**config.mk**
```make
export PLATFORM = sky130hd
export DESIGN_NAME = seg_scan_decoder
export DESIGN_NICKNAME = d
export VERILOG_FILES = /design/src/rtl/seg_pkg.sv /design/src/rtl/seg_pattern_decode.sv /design/src/rtl/seg_scan_decoder.sv
export SDC_FILE = /design/constraint.sdc
export NUM_CORES = 1
export LEC_CHECK = 0
export CORE_ASPECT_RATIO = 1.2
export CORE_MARGIN = 1
export CORE_UTILIZATION = 35
export CTS_CLUSTER_DIAMETER = 120
export DETAILED_ROUTE_END_ITERATION = 8
export GPL_TIMING_DRIVEN = 0
export HOLD_SLACK_MARGIN = 0.15
export PLACE_DENSITY = 0.6
export RECOVER_POWER = 50
export SETUP_SLACK_MARGIN = 0.05
export SYNTH_ARGS = -nofsm -noshare
export SYNTH_HDL_FRONTEND = slang
export SYNTH_SLANG_ARGS = --single-unit
```
**constraint.sdc**
```tcl
create_clock -name sys_clk -period 5.7 [get_ports sys_clk]
set_clock_uncertainty 0.15 [all_clocks]
set_input_delay 1.14 -clock sys_clk [delete_from_list [all_inputs] [get_ports sys_clk]]
set_output_delay 1.14 -clock sys_clk [all_outputs]
set_load 0.005 [all_outputs]
```
**src/rtl/seg_pkg.sv**
```systemverilog
// seg_pkg: seven-segment definitions shared by the display encoders and the
// scan decoder. Patterns are active-high, bit6..bit0 = segments g..a.
package seg_pkg;

   localparam int unsigned DIGIT_W = 4;

   localparam logic [6:0] BLANK_PAT = 7'h00;

   localparam logic [6:0] SEG_0 = 7'h3f;
   localparam logic [6:0] SEG_1 = 7'h06;
   localparam logic [6:0] SEG_2 = 7'h5b;
   localparam logic [6:0] SEG_3 = 7'h4f;
   localparam logic [6:0] SEG_4 = 7'h66;
   localparam logic [6:0] SEG_5 = 7'h6d;
   localparam logic [6:0] SEG_6 = 7'h7d;
   localparam logic [6:0] SEG_7 = 7'h07;
   localparam logic [6:0] SEG_8 = 7'h7f;
   localparam logic [6:0] SEG_9 = 7'h6f;
   localparam logic [6:0] SEG_A = 7'h77;
   localparam logic [6:0] SEG_B = 7'h7c;
   localparam logic [6:0] SEG_C = 7'h39;
   localparam logic [6:0] SEG_D = 7'h5e;
   localparam logic [6:0] SEG_E = 7'h79;
   localparam logic [6:0] SEG_F = 7'h71;

endpackage

```
**src/rtl/seg_pattern_decode.sv**
```systemverilog
// seg_pattern_decode: active-high 7-segment pattern -> digit value.
// SEG_SCAN_HEX_EN: when defined, A..F patterns also decode (10..15);
// otherwise they are reported as neither digit nor blank.
module seg_pattern_decode
   import seg_pkg::*;
(
   input  logic [6:0]         pattern,
   output logic [DIGIT_W-1:0] value,
   output logic               is_digit,
   output logic               is_blank
);

   // Pattern lookup; anything unrecognised leaves both flags low.
   always_comb begin
      value    = '0;
      is_digit = 1'b0;
      is_blank = 1'b0;
      case (pattern)
         BLANK_PAT: is_blank = 1'b1;
         SEG_0: begin value = DIGIT_W'(0); is_digit = 1'b1; end
         SEG_1: begin value = DIGIT_W'(1); is_digit = 1'b1; end
         SEG_2: begin value = DIGIT_W'(2); is_digit = 1'b1; end
         SEG_3: begin value = DIGIT_W'(3); is_digit = 1'b1; end
         SEG_4: begin value = DIGIT_W'(4); is_digit = 1'b1; end
         SEG_5: begin value = DIGIT_W'(5); is_digit = 1'b1; end
         SEG_6: begin value = DIGIT_W'(6); is_digit = 1'b1; end
         SEG_7: begin value = DIGIT_W'(7); is_digit = 1'b1; end
         SEG_8: begin value = DIGIT_W'(8); is_digit = 1'b1; end
         SEG_9: begin value = DIGIT_W'(9); is_digit = 1'b1; end
`ifdef SEG_SCAN_HEX_EN
         SEG_A: begin value = DIGIT_W'(10); is_digit = 1'b1; end
         SEG_B: begin value = DIGIT_W'(11); is_digit = 1'b1; end
         SEG_C: begin value = DIGIT_W'(12); is_digit = 1'b1; end
         SEG_D: begin value = DIGIT_W'(13); is_digit = 1'b1; end
         SEG_E: begin value = DIGIT_W'(14); is_digit = 1'b1; end
         SEG_F: begin value = DIGIT_W'(15); is_digit = 1'b1; end
`endif
         default: ;
      endcase
   end

endmodule

```
**src/rtl/seg_scan_decoder.sv**
```systemverilog
// seg_scan_decoder: snoops the multiplexed active-low seven-segment bus and
// recovers per-position digit value, decimal point and blank status once the
// bus has dwelt unchanged for SETTLE_CYC cycles. Hex digit decoding is
// enabled by defining SEG_SCAN_HEX_EN.
module seg_scan_decoder
   import seg_pkg::*;
#(
   parameter int unsigned DIGITS     = 6,
   parameter int unsigned SETTLE_CYC = 4
) (
   input  logic                      sys_clk,
   input  logic                      sys_rst,
   input  logic [7:0]                seg_led,
   input  logic [DIGITS-1:0]         seg_sel,
   output logic [DIGIT_W*DIGITS-1:0] digit_bcd,
   output logic [DIGITS-1:0]         digit_vld,
   output logic [DIGITS-1:0]         digit_dp,
   output logic                      frame_done,
   output logic                      code_err,
   output logic                      sel_err
);

   localparam int unsigned      CNT_W   = $clog2(SETTLE_CYC + 1);
   localparam logic [CNT_W-1:0] CNT_MAX = CNT_W'(SETTLE_CYC);
   localparam logic [CNT_W-1:0] CNT_CAP = CNT_W'(SETTLE_CYC - 1);

   logic [7:0]         sl_q, sl_p;
   logic [DIGITS-1:0]  ss_q, ss_p;
   logic [CNT_W-1:0]   settle_cnt;
   logic               dwell_done;
   logic [DIGITS-1:0]  cap_mask;

   logic               bus_chg;
   logic               capture;
   logic [6:0]         seg_pat;
   logic [DIGIT_W-1:0] dec_value;
   logic               dec_is_digit;
   logic               dec_is_blank;
   logic               pat_ok;
   logic [DIGITS-1:0]  sel_act;
   logic               sel_any;
   logic               sel_one;
   logic               sel_multi;
   logic [DIGITS-1:0]  pos_upd;
   logic               mask_full;

   // Register the bus once, plus one more stage for change detection.
   always_ff @(posedge sys_clk) begin
      if (sys_rst) begin
         sl_q <= '1;
         ss_q <= '1;
         sl_p <= '1;
         ss_p <= '1;
      end else begin
         sl_q <= seg_led;
         ss_q <= seg_sel;
         sl_p <= sl_q;
         ss_p <= ss_q;
      end
   end

   assign bus_chg = (sl_q != sl_p) || (ss_q != ss_p);

   // Capture fires once per dwell, on the cycle the counter shows SETTLE_CYC-1
   // with no change in flight; dwell_done blocks any repeat until the bus moves.
   assign capture = !bus_chg && !dwell_done && (settle_cnt == CNT_CAP);

   // Stability counter (saturating) and one-shot dwell flag.
   always_ff @(posedge sys_clk) begin
      if (sys_rst) begin
         settle_cnt <= '0;
         dwell_done <= 1'b0;
      end else if (bus_chg) begin
         settle_cnt <= '0;
         dwell_done <= 1'b0;
      end else begin
         if (settle_cnt != CNT_MAX) begin
            settle_cnt <= settle_cnt + CNT_W'(1);
         end
         if (capture) begin
            dwell_done <= 1'b1;
         end
      end
   end

   assign seg_pat = ~sl_q[6:0];

   seg_pattern_decode u_decode (
      .pattern  (seg_pat),
      .value    (dec_value),
      .is_digit (dec_is_digit),
      .is_blank (dec_is_blank)
   );

   assign pat_ok    = dec_is_digit || dec_is_blank;
   assign sel_act   = ~ss_q;
   assign sel_any   = |sel_act;
   assign sel_one   = sel_any && ((sel_act & (sel_act - DIGITS'(1))) == '0);
   assign sel_multi = sel_any && !sel_one;
   assign pos_upd   = (capture && sel_one && pat_ok) ? sel_act : '0;
   assign mask_full = &cap_mask;

   // Per-position results, frame tracking and one-cycle event pulses.
   // The mask is cleared on the frame_done cycle but a capture landing on the
   // same cycle is still recorded into the fresh frame.
   always_ff @(posedge sys_clk) begin
      if (sys_rst) begin
         digit_bcd  <= '0;
         digit_vld  <= '0;
         digit_dp   <= '0;
         cap_mask   <= '0;
         frame_done <= 1'b0;
         code_err   <= 1'b0;
         sel_err    <= 1'b0;
      end else begin
         frame_done <= mask_full;
         code_err   <= capture && sel_one && !pat_ok;
         sel_err    <= capture && sel_multi;
         cap_mask   <= (mask_full ? '0 : cap_mask) | pos_upd;
         for (int unsigned i = 0; i < DIGITS; i++) begin
            if (pos_upd[i]) begin
               digit_bcd[DIGIT_W*i +: DIGIT_W] <= dec_value;
               digit_vld[i]                    <= dec_is_digit;
               digit_dp[i]                     <= ~sl_q[7];
            end
         end
      end
   end

endmodule

```
Yosys cells after proc, flatten, opt, wreduce, memory -nomap -nowiden
Index checks and enable logic that the tools add are counted.
W data, S select, Z words.

word-level totals
  register bits = 77
  bits of input ports = 16

operators by class
  $add $sub $neg = 2
  equal/unequal tests = 14
  multiplexer cells = 5
  bitwise operators = 5
  reductions and logical operators = 20

operator list
  cell                   count
  $eq A7 B7 Y1 const B   7
  $pmux W4 S9            1
  $eq A7 B3 Y1 const B   2
  $mux W6                2
  $reduce_or A10 Y1      1
  $logic_and A1 B1 Y1    8
  $ne A8 B8 Y1           1
  $eq A7 B6 Y1 const B   1
  $logic_not A7 Y1       1
  $not A7 Y7             1
  $and A6 B6 Y6          1
  $logic_not A6 Y1       1
  $ne A6 B6 Y1           1
  $not A6 Y6             1
  $or A6 B6 Y6           1
  $reduce_and A6 Y1      1
  $reduce_or A6 Y1       1
  $sub A6 B1 Y6 const B  1
  $logic_not A1 Y1       4
  $add A3 B1 Y3 const B  1
  $eq A3 B2 Y1 const B   1
  $ne A3 B3 Y1 const B   1
  $logic_or A1 B1 Y1     2
  $mux W1                2
  2 further kinds        2

Longest topological paths before layout
  word-level depth = 9
  depth in mapped cells = 7

Cells and area by module
From an unflattened synthesis, not the netlist that was laid out.

unflattened totals
  cells, all modules = 300
  area total of the unflattened synthesis = 3,096.7 um^2

modules (own cells, without submodules)
  module              times used  cells each  area each (um^2)  sequential area each (um^2)
  seg_scan_decoder    1           274         2,919.0           1,541.5
  seg_pattern_decode  1           26          177.7             0.0

Least setup slack after synthesis
OpenSTA, ideal clock, no wires.

  path type = in2reg
  start point = input port sys_rst
  end point = register digit_bcd[10]
  data arrival time = 1,840 ps
  path slack = 3,579 ps
  cell stages on the path = 4
  cell sequence = clkbuf_1 > clkbuf_1 > nand2b_1 > mux2i_1

RTL lines
  element                         line                     RTL
  start: declaration              seg_scan_decoder.sv:12   input logic sys_rst,
  end signal: indexed assignment  seg_scan_decoder.sv:122  digit_bcd[DIGIT_W*i +: DIGIT_W] <= dec_value;
  end: declaration                seg_scan_decoder.sv:15   output logic [DIGIT_W*DIGITS-1:0] digit_bcd,

Final worst setup path
  start point = register sl_q[5]
  end point = register digit_bcd[16]

on the way
  word-level cells in the longest chain between the ends = 8

ends and longest elaborated chain
  element                                                                    line                    RTL
  start: declaration                                                         seg_scan_decoder.sv:27  logic [7:0] sl_q, sl_p;
  start signal: assignment                                                   seg_scan_decoder.sv:55  sl_q <= seg_led;
  parallel branches: the longest is 8 deep, another holds $reduce_or A10 Y1  n/a

Parallel ways; which one is timed is not known.
A chain may end at the register's enable or synchronous reset.

==> metrics.txt <==
Worst EP arrival=3130 ps; FF-to-FF End=digit_bcd[16]; Comb pwr share=6.3%; Multi-input gate area=1520 µm²; Psw=244 µW; Starting Density=36.2%; Sequential Power Share=between 40% and 50%; Peak Freq=333 MHz; Final Max Slew Viols=0; initial antenna violation count=0; Final setup viols=0; critical path launch point=sl_q[5]; DR WL met2=3440 µm; Ant. Diodes=0; setup repair bufs after CTS=0; Ys Warns=0; cts repair resizes=0; Worst R2R Path Depth=6; drc violations=0; die area=9840 µm²; Netlist Area Pre-Place=3300 µm²; dominant synthesized flop cell=dfxtp_1; total CTS buffers=9; Required @ worst endpoint=5830 ps; Post-Syn Instances=303; cell internal pwr=900 µW; uppermost layer routed=met4; Met1 Wirelength=around 3000 µm; Die Span X=90.7 µm; Net Count, Synth=322; post-synthesis async set-or-reset flop share=0%; Remaining Overflow, GRT=0; HP Class=reg -> reg; core area=9130 µm²; crit path time final=3010 ps; share of layout cells above drive strength 1=16.1%; Rows=38; startpoint types=flip-flop; DIE HEIGHT=between 100 and 150 µm; RSZ-0062 raised after global routing=no; Distinct cells, synth=44; met3 WL=~180 µm; Rel. slew slack=21.3%; RD Place Congestion=0.798; Clock Latency Late Sink=between 300 and 400 ps; max cap viols=0; area delta synth->final=24.6%; vias=2289; worst-margin pin slew=1180 ps; DRT iter0 DRCs=111; Final TNS setup=0 ps; Ports=55; CP max FO=10; final setup margin=between 2000 and 3000 ps; largest net degree at the start of global routing=14; Sw Ratio=21.3%; CP endpoint kind=flip-flop; CTS tree=done; synthesized area per cell=10.9 µm²; Vias per Instance=4.65; kind of critical path=reg -> reg; register bit count reported by yosys=77; Sequential Area=1540 µm²; status=complete, no violations; vias in the first global route=around 2200; Peak VDD IR=0.142 mV; Clock power frac=45.3%; final wirelength=6820 µm; final core occ=45.1%; Final Cycle Share=roughly 53%; Num Clock Sinks=77; post-route ant nets=0; CTS Root Cell=clkbuf_8; Critical R2R Launch=sl_q[5]; clock buffer depth=2; all-layer global routing usage=14.9%; Fillers=890; Setup WS pre-CTS=roughly 3100 ps; worst reg-to-reg setup slack=2690 ps; First-pass DRT Iterations=4; Critical Path End=digit_bcd[16]; first-pass GRT wire length=11100 µm; WL per Instance=13.9 µm; Post-synth EDFFs=0; PD cells=278 nW/µm²; final hold viol count=0; H-tree level count=3; cts hold-fix bufs=0; Leakage=between 0.0015 and 0.002 µW; Layout Nets=slightly below 400; HPWL after detailed placement=between 4000 and 5000 µm; clock transition at the registers of the reported paths=80 ps; sequential share of the synthesized area=46.6%; I/O Buffers=53
-- critical path: stages, from the launching register on --
cell and delay (ps):
dfxtp_1 330, clkbuf_1 360, nor4b_1 120, o31ai_1 390
nand3_1 280, o2111ai_1 1010, mux2i_1 280
-- worst min-delay path by stage --
stage / from / to / slack [ps] / cells after the start
after floorplan: dwell_done / dwell_done / 280 / 2
after global placement: cap_mask[4] / cap_mask[4] / 290 / 2
after detailed placement: cap_mask[4] / cap_mask[4] / 300 / 2
after CTS: cap_mask[0] / cap_mask[0] / 320 / 2
after global routing: cap_mask[4] / cap_mask[4] / 330 / 2
final: cap_mask[4] / cap_mask[4] / 320 / 2
-- placed cells by master, fill, tap and decap left out, drive strengths merged, types with 2 or more instances in the layout --
cell type,n
nor4,3
nand3,6
ha,3
o21ai,2
buf,5
a21oi,10
o2111ai,6
dfxtp,77
dlygate4sd3,2
clkbuf,22
nor3,2
nand2b,40
clkdlybuf4s50,51
nand4,3
inv,8
bufinv,3
or2,29
nor4bb,2
nand3b,2
and4,2
nor2,10
nand2,17
xnor2,15
mux2i,36
-- flip-flops by register name, summed over array words and instances (netlist names), 3 cells and up --
name and flops:
ss_p 6, ss_q 6, digit_bcd 24, digit_vld 6
sl_p 8, digit_dp 6, settle_cnt 3, sl_q 8
cap_mask 6
-- final cells by class --
type                       count  area share [%]
buffer                        16            2.10
clock buffer                  11            3.68
clock inverter                 5            2.58
inverter                       8           0.729
multi-input combinational    202            36.9
sequential                    77            37.4
tap                          120            3.65
timing repair buffer          53            12.9
-- layer usage --
| metal | vias up | GRT usage (%) |
|---|---|---|
| met5 | - | 0 |
| met4 | 0 | 9.33 |
| met3 | 12 | 2.74 |
| met2 | 32 | 25.6 |
| met1 | 1092 | 17.1 |
| li1 | 1153 | - |
-- power by group through the flow --
stage                     clock [µW]  combinational, µW  sequential (µW)
final                            518               71.8              554
after global routing             552               79.3              556
after detailed placement           0               79.8              567
after CTS                        531               80.0              554
after floorplan                    0               59.9              565
after global placement             0               78.5              567
-- synthesized netlist by cell type (2+ instances only) --
library cell,number,share of area [%]
nand3_1,5,0.76
dfxtp_1,77,47
buf_2,3,0.45
mux2i_1,36,11
o2111ai_4,6,4.8
ha_1,3,1.1
nand2_1,17,1.9
nor3_1,2,0.30
nor4_4,2,1.3
xnor2_1,12,3.2
inv_1,8,0.91
nor2_1,10,1.1
xnor2_4,2,1.7
a21oi_1,10,1.5
buf_6,3,1.0
nor4bb_1,2,0.61
or2_2,29,5.5
nand3b_1,2,0.45
nand2b_1,40,7.6
clkbuf_1,9,1.0
and4_1,2,0.53
-- cells by family (layout without fill, tap and decap cells) --
logic type               after synthesis  in the layout  share of synthesized area, %
AND/OR/NAND/NOR                      123            123                          23.6
flip-flops                            77             77                          46.6
multiplexers                          36             36                          10.9
AO/OA/AOI/OAI                         24             24                          8.56
buffers and inverters                 24             93                          3.56
XOR/XNOR                              15             15                          5.34
adder cells (fa/ha/maj)                4              4                          1.44
-- per-stage QoR --
stage	std cells	area, µm²	total power, µW	hold slack [ps]
floorplan	303	3300	625	281
global placement	476	3990	645	290
detailed placement	476	3990	647	300
CTS	492	4240	1170	317
global route	492	4120	1190	329
finish	492	4120	1140	317
(Power assumes the default switching activity.)
